`src/rtl/msrv32_pc_fetch_if.sv`:
```
// Instruction-memory request bus between the fetch stage (master) and a
// synchronous instruction memory (slave): address out, ready back.
interface msrv32_pc_fetch_if;
  logic [31:0] i_addr_out;
  logic        i_ready_in;

  modport master (output i_addr_out, input  i_ready_in);
  modport slave  (input  i_addr_out, output i_ready_in);
endinterface

```
`src/rtl/msrv32_pc_fetch.sv`:
```
// Program counter and instruction fetch: selects the next fetch address
// (trap, mret, branch, sequential) and holds it across imem back-pressure.
module msrv32_pc_fetch #(
  parameter logic [31:0] BOOT_ADDR = 32'h0000_0000,
  parameter bit          C_EXT     = 1'b0
) (
  input  logic                      ms_riscv32_mp_clk_in,
  input  logic                      ms_riscv32_mp_rst_in,
  input  logic                      branch_taken_in,
  input  logic [31:0]               iadder_in,
  input  logic                      trap_taken_in,
  input  logic [31:0]               trap_address_in,
  input  logic                      mret_in,
  input  logic [31:0]               epc_in,
  msrv32_pc_fetch_if.master         imem,
  output logic [31:0]               pc_out,
  output logic [31:0]               pc_plus_4_out,
  output logic                      instr_valid_out,
  output logic                      misaligned_instr_out
);

  typedef enum logic [1:0] {
    S_BOOT  = 2'd0,
    S_RUN   = 2'd1,
    S_STALL = 2'd2
  } state_t;

  state_t      state_q, state_d;
  logic [31:0] pc_q;
  logic [31:0] held_q;
  logic        valid_q;

  logic [31:0] trap_vec;
  logic [31:0] br_target;
  logic [31:0] seq_pc;
  logic [31:0] next_pc;
  logic [31:0] issue_addr;

  // Alignment bits the address selection deliberately drops.
  logic unused_bits;
  assign unused_bits = &{1'b0, trap_address_in[1:0], iadder_in[0]};

  assign trap_vec  = {trap_address_in[31:2], 2'b00};
  assign br_target = {iadder_in[31:1], 1'b0};
  assign seq_pc    = pc_q + 32'd4;

  // Redirects only count when the instruction presented to execute is real.
  // NOTE: every always_comb output gets a default first, so no path can leave
  // a signal unassigned and infer a latch.
  always_comb begin
    next_pc = seq_pc;
    if (valid_q) begin
      if (trap_taken_in)        next_pc = trap_vec;
      else if (mret_in)         next_pc = epc_in;
      else if (branch_taken_in) next_pc = br_target;
    end
  end

  always_comb begin
    state_d    = state_q;
    issue_addr = BOOT_ADDR;
    case (state_q)
      S_BOOT: begin
        issue_addr = BOOT_ADDR;
        if (imem.i_ready_in) state_d = S_RUN;
      end
      S_RUN: begin
        issue_addr = next_pc;
        if (!imem.i_ready_in) state_d = S_STALL;
      end
      S_STALL: begin
        // A trap during a stall replaces the held address, and is issued at
        // once so an accepting memory sees the vector in the same cycle.
        issue_addr = trap_taken_in ? trap_vec : held_q;
        if (imem.i_ready_in) state_d = S_RUN;
      end
      default: begin
        state_d    = S_BOOT;
        issue_addr = BOOT_ADDR;
      end
    endcase
  end

  // NOTE: state registers use non-blocking assignments so every register
  // samples the pre-edge values, independent of statement order.
  always_ff @(posedge ms_riscv32_mp_clk_in) begin
    if (!ms_riscv32_mp_rst_in) begin
      state_q <= S_BOOT;
      pc_q    <= BOOT_ADDR;
      held_q  <= BOOT_ADDR;
      valid_q <= 1'b0;
    end else begin
      state_q <= state_d;
      if (imem.i_ready_in) begin
        pc_q    <= issue_addr;
        valid_q <= 1'b1;
      end else begin
        held_q  <= issue_addr;
        valid_q <= 1'b0;
      end
    end
  end

  assign imem.i_addr_out     = issue_addr;
  assign pc_out              = pc_q;
  assign pc_plus_4_out       = seq_pc;
  assign instr_valid_out     = valid_q;
  assign misaligned_instr_out = valid_q & branch_taken_in & ~trap_taken_in & ~mret_in
                                & iadder_in[1] & ~C_EXT;

endmodule

```
`src/flat_wrapper.sv`:
```
// flat-port wrapper written by rule: the top's interface ports become plain ports
module msrv32_pc_fetch_flat 
#(
  parameter logic [31:0] BOOT_ADDR = 32'h0000_0000,
  parameter bit          C_EXT     = 1'b0
)
  (ms_riscv32_mp_clk_in, ms_riscv32_mp_rst_in, branch_taken_in, iadder_in, trap_taken_in, trap_address_in, mret_in, epc_in, pc_out, pc_plus_4_out, instr_valid_out, misaligned_instr_out, imem_i_addr_out, imem_i_ready_in);
  msrv32_pc_fetch_if imem_i ();
  input  logic ms_riscv32_mp_clk_in;
  input  logic ms_riscv32_mp_rst_in;
  input  logic branch_taken_in;
  input  logic [31:0] iadder_in;
  input  logic trap_taken_in;
  input  logic [31:0] trap_address_in;
  input  logic mret_in;
  input  logic [31:0] epc_in;
  output logic [31:0] pc_out;
  output logic [31:0] pc_plus_4_out;
  output logic instr_valid_out;
  output logic misaligned_instr_out;
  output wire logic [$bits(imem_i.i_addr_out)-1:0] imem_i_addr_out;
  input wire logic [$bits(imem_i.i_ready_in)-1:0] imem_i_ready_in;
  assign imem_i_addr_out = imem_i.i_addr_out;
  assign imem_i.i_ready_in = imem_i_ready_in;
  msrv32_pc_fetch #(.BOOT_ADDR(BOOT_ADDR), .C_EXT(C_EXT)) u_core (.ms_riscv32_mp_clk_in(ms_riscv32_mp_clk_in), .ms_riscv32_mp_rst_in(ms_riscv32_mp_rst_in), .branch_taken_in(branch_taken_in), .iadder_in(iadder_in), .trap_taken_in(trap_taken_in), .trap_address_in(trap_address_in), .mret_in(mret_in), .epc_in(epc_in), .imem(imem_i), .pc_out(pc_out), .pc_plus_4_out(pc_plus_4_out), .instr_valid_out(instr_valid_out), .misaligned_instr_out(misaligned_instr_out));
endmodule
```
`config.mk`:
```
export PLATFORM = sky130hd
export DESIGN_NAME = msrv32_pc_fetch_flat
export DESIGN_NICKNAME = d
export VERILOG_FILES = /design/src/rtl/msrv32_pc_fetch_if.sv /design/src/rtl/msrv32_pc_fetch.sv /design/src/flat_wrapper.sv
export SDC_FILE = /design/constraint.sdc
export NUM_CORES = 1
export LEC_CHECK = 0
export CAP_MARGIN = 20
export CORE_MARGIN = 3
export CORE_UTILIZATION = 35
export CTS_CLUSTER_SIZE = 40
export DETAILED_ROUTE_END_ITERATION = 16
export PLACE_DENSITY = 0.75
export SKIP_LAST_GASP = 1
export SLEW_MARGIN = 10
export SYNTH_ARGS = -nofsm -noshare
export SYNTH_HDL_FRONTEND = slang
export SYNTH_SLANG_ARGS = --single-unit
```
`constraint.sdc`:
```
create_clock -name ms_riscv32_mp_clk_in -period 2.57 [get_ports ms_riscv32_mp_clk_in]
set_input_delay 0.3855 -clock ms_riscv32_mp_clk_in [delete_from_list [all_inputs] [get_ports ms_riscv32_mp_clk_in]]
set_output_delay 0.3855 -clock ms_riscv32_mp_clk_in [all_outputs]
set_load 0.01 [all_outputs]
```
==> impl_metrics.csv, run 1 <==
group,metric,value,unit
timing,period_needed,2810,ps
critical_path,worstReg2RegStart,"u_core.pc_out[3]",
power_and_ir_drop,p_leak,0.00446,uW
synthesis,synth.distinct_cells,68,
critical_path,critical_path_class,"reg2out",
clock_tree,cts_root_buf,"clkbuf_16",
timing,fin_skew,7.95,ps
place,pre_cts_slack,-481,ps
min_path,worstHoldStart,"u_core.held_q[2]",
cells_and_area,final_cells,1267,
synthesis,syn_area,4940,sq um
global_route,grt_antenna_before_repair,0,
route,drt_pass1_iterations,6,
floorplanning,die_area,15600,sq um
job,drv_cap,0,
min_path,holdPathStages,2,
timing,layout_setup_ws,-244,ps
synthesis,synth_top_cells_by_count,"nand2_1, dfxtp_1, o21ai_0",
synthesis,synthesis.nets,782,
global_route,grt_max_degree,25,
critical_path,crit_start,"u_core.pc_out[2]",
timing,setup_viol,34,
floorplanning,die_w,125,um
global_route,track_usage,33.8,%
critical_path,cp_slowest_cell,"dfxtp_4",
clock_tree,clk_pin_slew,60,ps
critical_path,cpMostUsedCell,"buf_6",
critical_path,path_max_fanout,5,
critical_path,cp-start-kind,"flop",
synthesis,avgSynthCellArea,7.32,sq um
synthesis,synth_area_leaders,"dfxtp_1, nand2_1, o21ai_0",
critical_path,critPathMaxStageDelay,350,ps
synthesis,synth-seq-area-share,27.1,%
synthesis,ys_ff_latch,67,
synthesis,async_reset_ff_share,0,%
critical_path,cp_data_arrival_time,2430,ps
place,io_buffers,196,
place,dp_cells,1190,
global_route,first_global_vias,7624,
clock_tree,clock_latency,340,ps
timing,hold_viol,0,
outcome,status,"complete, but fails checks",
floorplanning,core_area,13500,sq um
synthesis,synth.most_common_cell,"nand2_1",
route,ant_nets,0,
route,drc,0,
power_and_ir_drop,power_density,315,nW/um^2
power_and_ir_drop,ir_worst_vdd,0.331,mV
clock_tree,clockBufferDepth,2,
clock_tree,cts_tree,"built",
synthesis,synth_cells,675,
critical_path,r2r_cells,14,
synthesis,synth_warnings,0,
clock_tree,cts_max_level,3,
floorplanning,io_pins,200,
clock_tree,cts_buffers,9,
timing,timing.fmax,355,MHz
route,viasPerCell,6.26,
min_path,holdPathEnd,"u_core.held_q[2]",
critical_path,r2r_end,"u_core.pc_out[10]",
route,drt_iter0_markers,1081,
outcome,violations,"negative setup slack",
timing,relSlewSlack,47.7,%
global_route,grt_pass1_wl,42000,um
timing,post-route-period-util,109,%
critical_path,crit_chain,"ha_4 > buf_4 > and4_4 > buf_6 > and3_4 > buf_6 > a311oi_2 > a31oi_1 > a32oi_1 > nor2_1 > buf_2",
synthesis,yosysTopAreaCell,"dfxtp_1",
floorplanning,die_y,125,um
floorplanning,initial_core_util,36.6,%
synthesis,ys.flop_type,"dfxtp_1",
cells_and_area,syn_to_final_growth,100,%
critical_path,required,2180,ps
route,finalWirelength,30100,um
cells_and_area,drive_gt1_share,40.7,%
critical_path,r2r_slack,20,ps
synthesis,synth_edf_count,0,
critical_path,cp-end-kind,"output port",
place,gp_congestion,0.951,
synthesis,yosysTopAreaCellShare,27.1,%
cells_and_area,num_antenna_cells,0,
timing,worst_pin_slew,782,ps
place,dp.final_hpwl,19600,um
clock_tree,clock_sinks,67,
route,routedWlPerCell,23.7,um
min_path,hp-class,"reg2reg",
floorplanning,placement_rows,42,
route,via_count,7926,
timing,rsz0062_at_grt,"true",
cells_and_area,final_nets,1193,
global_route,grt.overflow.total,0,
timing,maxSlewViolCount,0,
kinds of logic after synthesis:
kind of cell	Yosys count	synth area share, %
AO/OA/AOI/OAI	248	35.1
AND/OR/NAND/NOR	225	22.0
buffers and inverters	94	7.82
flip-flops	67	27.1
XOR/XNOR	24	4.25
multiplexers	12	2.46
adder cells (fa/ha/maj)	5	1.27
timing repair:
item | 4_1_cts | 5_1_grt
pin swaps | 62 | 62
setup buffers | 50 | 25
hold buffers | 0 | 0
resized for setup | 248 | 118
setup endpoints to repair | 57 | 50
state kept, by name, indices dropped and copies added (netlist names):
| signal | cells |
|---|---|
| u_core.state_q | 2 |
| u_core.pc_out | 32 |
| u_core.held_q | 32 |
| u_core.instr_valid_out | 1 |
where the power goes:
group	switching (uW)	total [uW]	leakage [uW]	internal, uW
clock	485	1190	0.000137	705
combinational	450	867	0.00377	417
sequential	14.8	1060	0.000551	1050
metrics by stage:
step                TNS, ps  utilization, %  total power [uW]  instance area [sq um]  hold WS, ps
floorplan                 0               -              1370                   4940          424
global placement     -12050            62.5              1820                   8440          435
detailed placement   -12510            62.5              1820                   8440          442
CTS                   -1770            70.3              3020                   9490          455
global route          -5330            73.3              3180                   9890          493
finish                -3420            73.3              3120                   9890          456
layer usage:
| layer | up-vias | wire, um | global-route usage [%] |
|---|---|---|---|
| met5 | - | 0 | 0 |
| met4 | 0 | 2000 | 17.2 |
| met3 | 220 | 3910 | 8.02 |
| met2 | 771 | 13300 | 54.0 |
| met1 | 3619 | 10900 | 42.4 |
| li1 | 3316 | - | - |
cells in the final DEF (no fill, tap or decap), types with 8 or more instances in the layout:
cell             Yosys  layout
buf_4                5     225
clkdlybuf4s50_1      0     138
nand2_1             94      87
o21ai_0             56      52
dfxtp_1             67      51
nor2_1              46      43
buf_6                1      37
inv_1               37      32
a21oi_1             31      23
a22o_1              22      22
o22ai_1             23      21
buf_2                5      20
nand3_1             19      13
dlygate4sd2_1        0      12
mux2i_1             11      11
and2_1              13      11
nand4_1             11      11
o211ai_1            11      11
clkbuf_2             1      11
dfxtp_2              0      11
a21o_1              10      10
clkbuf_16            0       9
o221ai_1             8       8
a21oi_2              0       8
how the worst max path moves through the flow:
stage,endpoint,slack (ps),depth (start not counted)
CTS,imem_i_addr_out[22],-200,9
finish,imem_i_addr_out[30],-240,11
global route,imem_i_addr_out[30],-290,8
global placement,imem_i_addr_out[29],-440,9
detailed placement,imem_i_addr_out[29],-480,9
floorplan,imem_i_addr_out[28],20,7
worst max-delay path: cells and delay by family (launching register included):
family | cells | cell delay [ps]
compound gates | 3 | 630
flops | 1 | 350
simple gates | 3 | 430
buf+inv | 4 | 520
fa+ha+maj | 1 | 160
final cells by class:
cell class	instances	area [sq um]
Timing Repair Buffer	455	3950
Sequential cell	67	1370
Clock inverter	2	10.0
Inverter	39	153
Tap cell	176	220
Clock buffer	14	264
Fill cell	938	3610
Multi-Input combinational cell	514	3930
Note: power is estimated with default switching activity, not from simulation.
==> run 2, diff against run 1 <==
--- a/config.mk
+++ b/config.mk
@@ -6,6 +6,7 @@
 export NUM_CORES = 1
 export LEC_CHECK = 0
 export CAP_MARGIN = 20
+export CORE_ASPECT_RATIO = 1.2
 export CORE_MARGIN = 3
 export CORE_UTILIZATION = 35
 export CTS_CLUSTER_SIZE = 40
==> impl_metrics.csv, run 2 (synthesis gave the netlist of run 1 again) <==
group,metric,value,unit
clock_tree,cts_max_level,3,
cells_and_area,final_nets,1206,
critical_path,critical_path_class,"reg2out",
timing,fin_skew,8.03,ps
route,ant_nets,0,
place,gp_congestion,1.03,
outcome,violations,"negative setup slack",
power_and_ir_drop,p_total,3220,uW
cells_and_area,num-fill-cells,908,
floorplanning,die_y,136,um
timing,rsz0062_at_grt,"true",
timing,hold_ws,462,ps
global_route,track_usage,35.1,%
timing,period_needed,2850,ps
route,viasPerCell,6.24,
cells_and_area,syn_to_final_growth,102,%
clock_tree,cts_tree,"built",
clock_tree,hold_buffers,0,
global_route,grt_max_degree,30,
cells_and_area,layout.cells.most_common,"buf_4",
timing,post-route-period-util,111,%
cells_and_area,post-route-util,74.0,%
timing,setup_viol,29,
route,drt_iter0_markers,853,
route,finalWirelength,30500,um
critical_path,crit_chain,"ha_4 > nand4_1 > buf_4 > buf_6 > nor4_4 > xor2_1 > nand2b_1 > a32oi_2 > nor2_1 > buf_2",
clock_tree,cts_buffers,9,
critical_path,cp_data_arrival_time,2460,ps
critical_path,path_max_fanout,3,
timing,maxSlewViolCount,0,
timing,hold_viol,0,
power_and_ir_drop,ir_worst_vdd,0.438,mV
timing,timing.fmax,351,MHz
floorplanning,initial_core_util,36.5,%
clock_tree,clock_latency,340,ps
floorplanning,die_area,15600,sq um
critical_path,required,2180,ps
power_and_ir_drop,p_leak,0.00453,uW
clock_tree,clk_pin_slew,60,ps
place,dp.final_hpwl,20000,um
cells_and_area,mostFrequentLayoutCells,"buf_4, clkdlybuf4s50_1, nand2_1",
min_path,hp-class,"reg2reg",
timing,relSlewSlack,28.5,%
global_route,grt_antenna_before_repair,0,
outcome,status,"complete, but fails checks",
clock_tree,clockBufferDepth,2,
job,drv_cap,0,
route,drc,0,
floorplanning,die_w,114,um
floorplanning,core_area,13500,sq um
place,pre_cts_slack,-478,ps
clock_tree,cts_root_buf,"clkbuf_16",
floorplanning,placement_rows,46,
cells_and_area,num_antenna_cells,0,
timing,worst_pin_slew,1070,ps
global_route,grt_pass1_wl,42300,um
timing,layout_setup_ws,-280,ps
route,drt_pass1_iterations,6,
critical_path,cp-start-kind,"flop",
critical_path,cp_slowest_cell,"dfxtp_2",
route,via_count,7937,
floorplanning,io_pins,200,
global_route,grt.overflow.total,0,
route,routedWlPerCell,24.0,um
cells_and_area,drive_gt1_share,42.8,%
clock_tree,clock_sinks,67,
critical_path,cp-end-kind,"output port",
global_route,first_global_vias,7734,
place,io_buffers,196,
power_and_ir_drop,power_density,322,nW/um^2
critical_path,critPathMaxStageDelay,370,ps
-- run 2: cell types whose count changed in the layout (fill, tap and decap cells not counted), moves of 4 or more --
cell	previous run	this run
buf_4	225	244
clkbuf_2	11	20
buf_6	37	29
dlygate4sd2_1	12	8
xnor2_2	7	11
-- run 2: worst paths after layout --
check	startpoint	endpoint	slack (ps)	depth (start not counted)
hold / removal	u_core.held_q[2]	u_core.held_q[2]	460	2
setup reg to reg	u_core.pc_out[2]	u_core.pc_out[16]	-30	13
hold reg to reg	u_core.held_q[2]	u_core.held_q[2]	460	2
setup / recovery	u_core.pc_out[2]	imem_i_addr_out[16]	-280	10
-- run 2: area by class of cell --
| cell class | instances | area [sq um] | area share, % |
|---|---|---|---|
| multi-input cells | 514 | 3990 | 39.9 |
| inverters | 39 | 146 | 1.46 |
| clock inverters | 2 | 35.0 | 0.350 |
| well taps | 168 | 210 | 2.10 |
| repair buffers | 468 | 3980 | 39.8 |
| flip-flops and latches | 67 | 1380 | 13.8 |
| clock buffers | 13 | 260 | 2.60 |
-- run 2: what timing repair did --
item | CTS | global route
setup buffers | 55 | 30
gates resized for setup | 218 | 159
cloned | 1 | 0
setup endpoints to repair | 57 | 54
pin swaps | 51 | 61
-- run 2: per-stage QoR --
stage / setup TNS (ps) / cells / instance area (sq um)
global route: -4410 / 1271 / 10000
floorplan: 0 / 675 / 4940
finish: -2780 / 1271 / 10000
detailed placement: -12500 / 1183 / 8410
CTS: -3680 / 1254 / 9620
global placement: -11370 / 1183 / 8410
-- run 2: critical path: cells and delay by family, from the launching register on --
kind | cells | cell delay (ps)
buffers and inverters | 3 | 450
DFF | 1 | 370
xor gates and xnor gates | 1 | 250
adders and majority gates | 1 | 160
and+or+nand+nor | 4 | 770
AOI/OAI and AO/OA | 1 | 120
-- run 2: routing by layer --
layer	up-vias	global-route usage, %	part of all wire (%)
met5	-	0	0
met2	701	59.0	47
li1	3330	-	-
met3	195	7.26	11
met1	3711	41.2	35
met4	0	19.8	7.3
-- run 2: power breakdown --
part,switching [uW],total (uW),internal (uW)
clock,485,1280,799
sequential,14.9,1060,1050
combinational,455,872,418
total,955,3220,2260
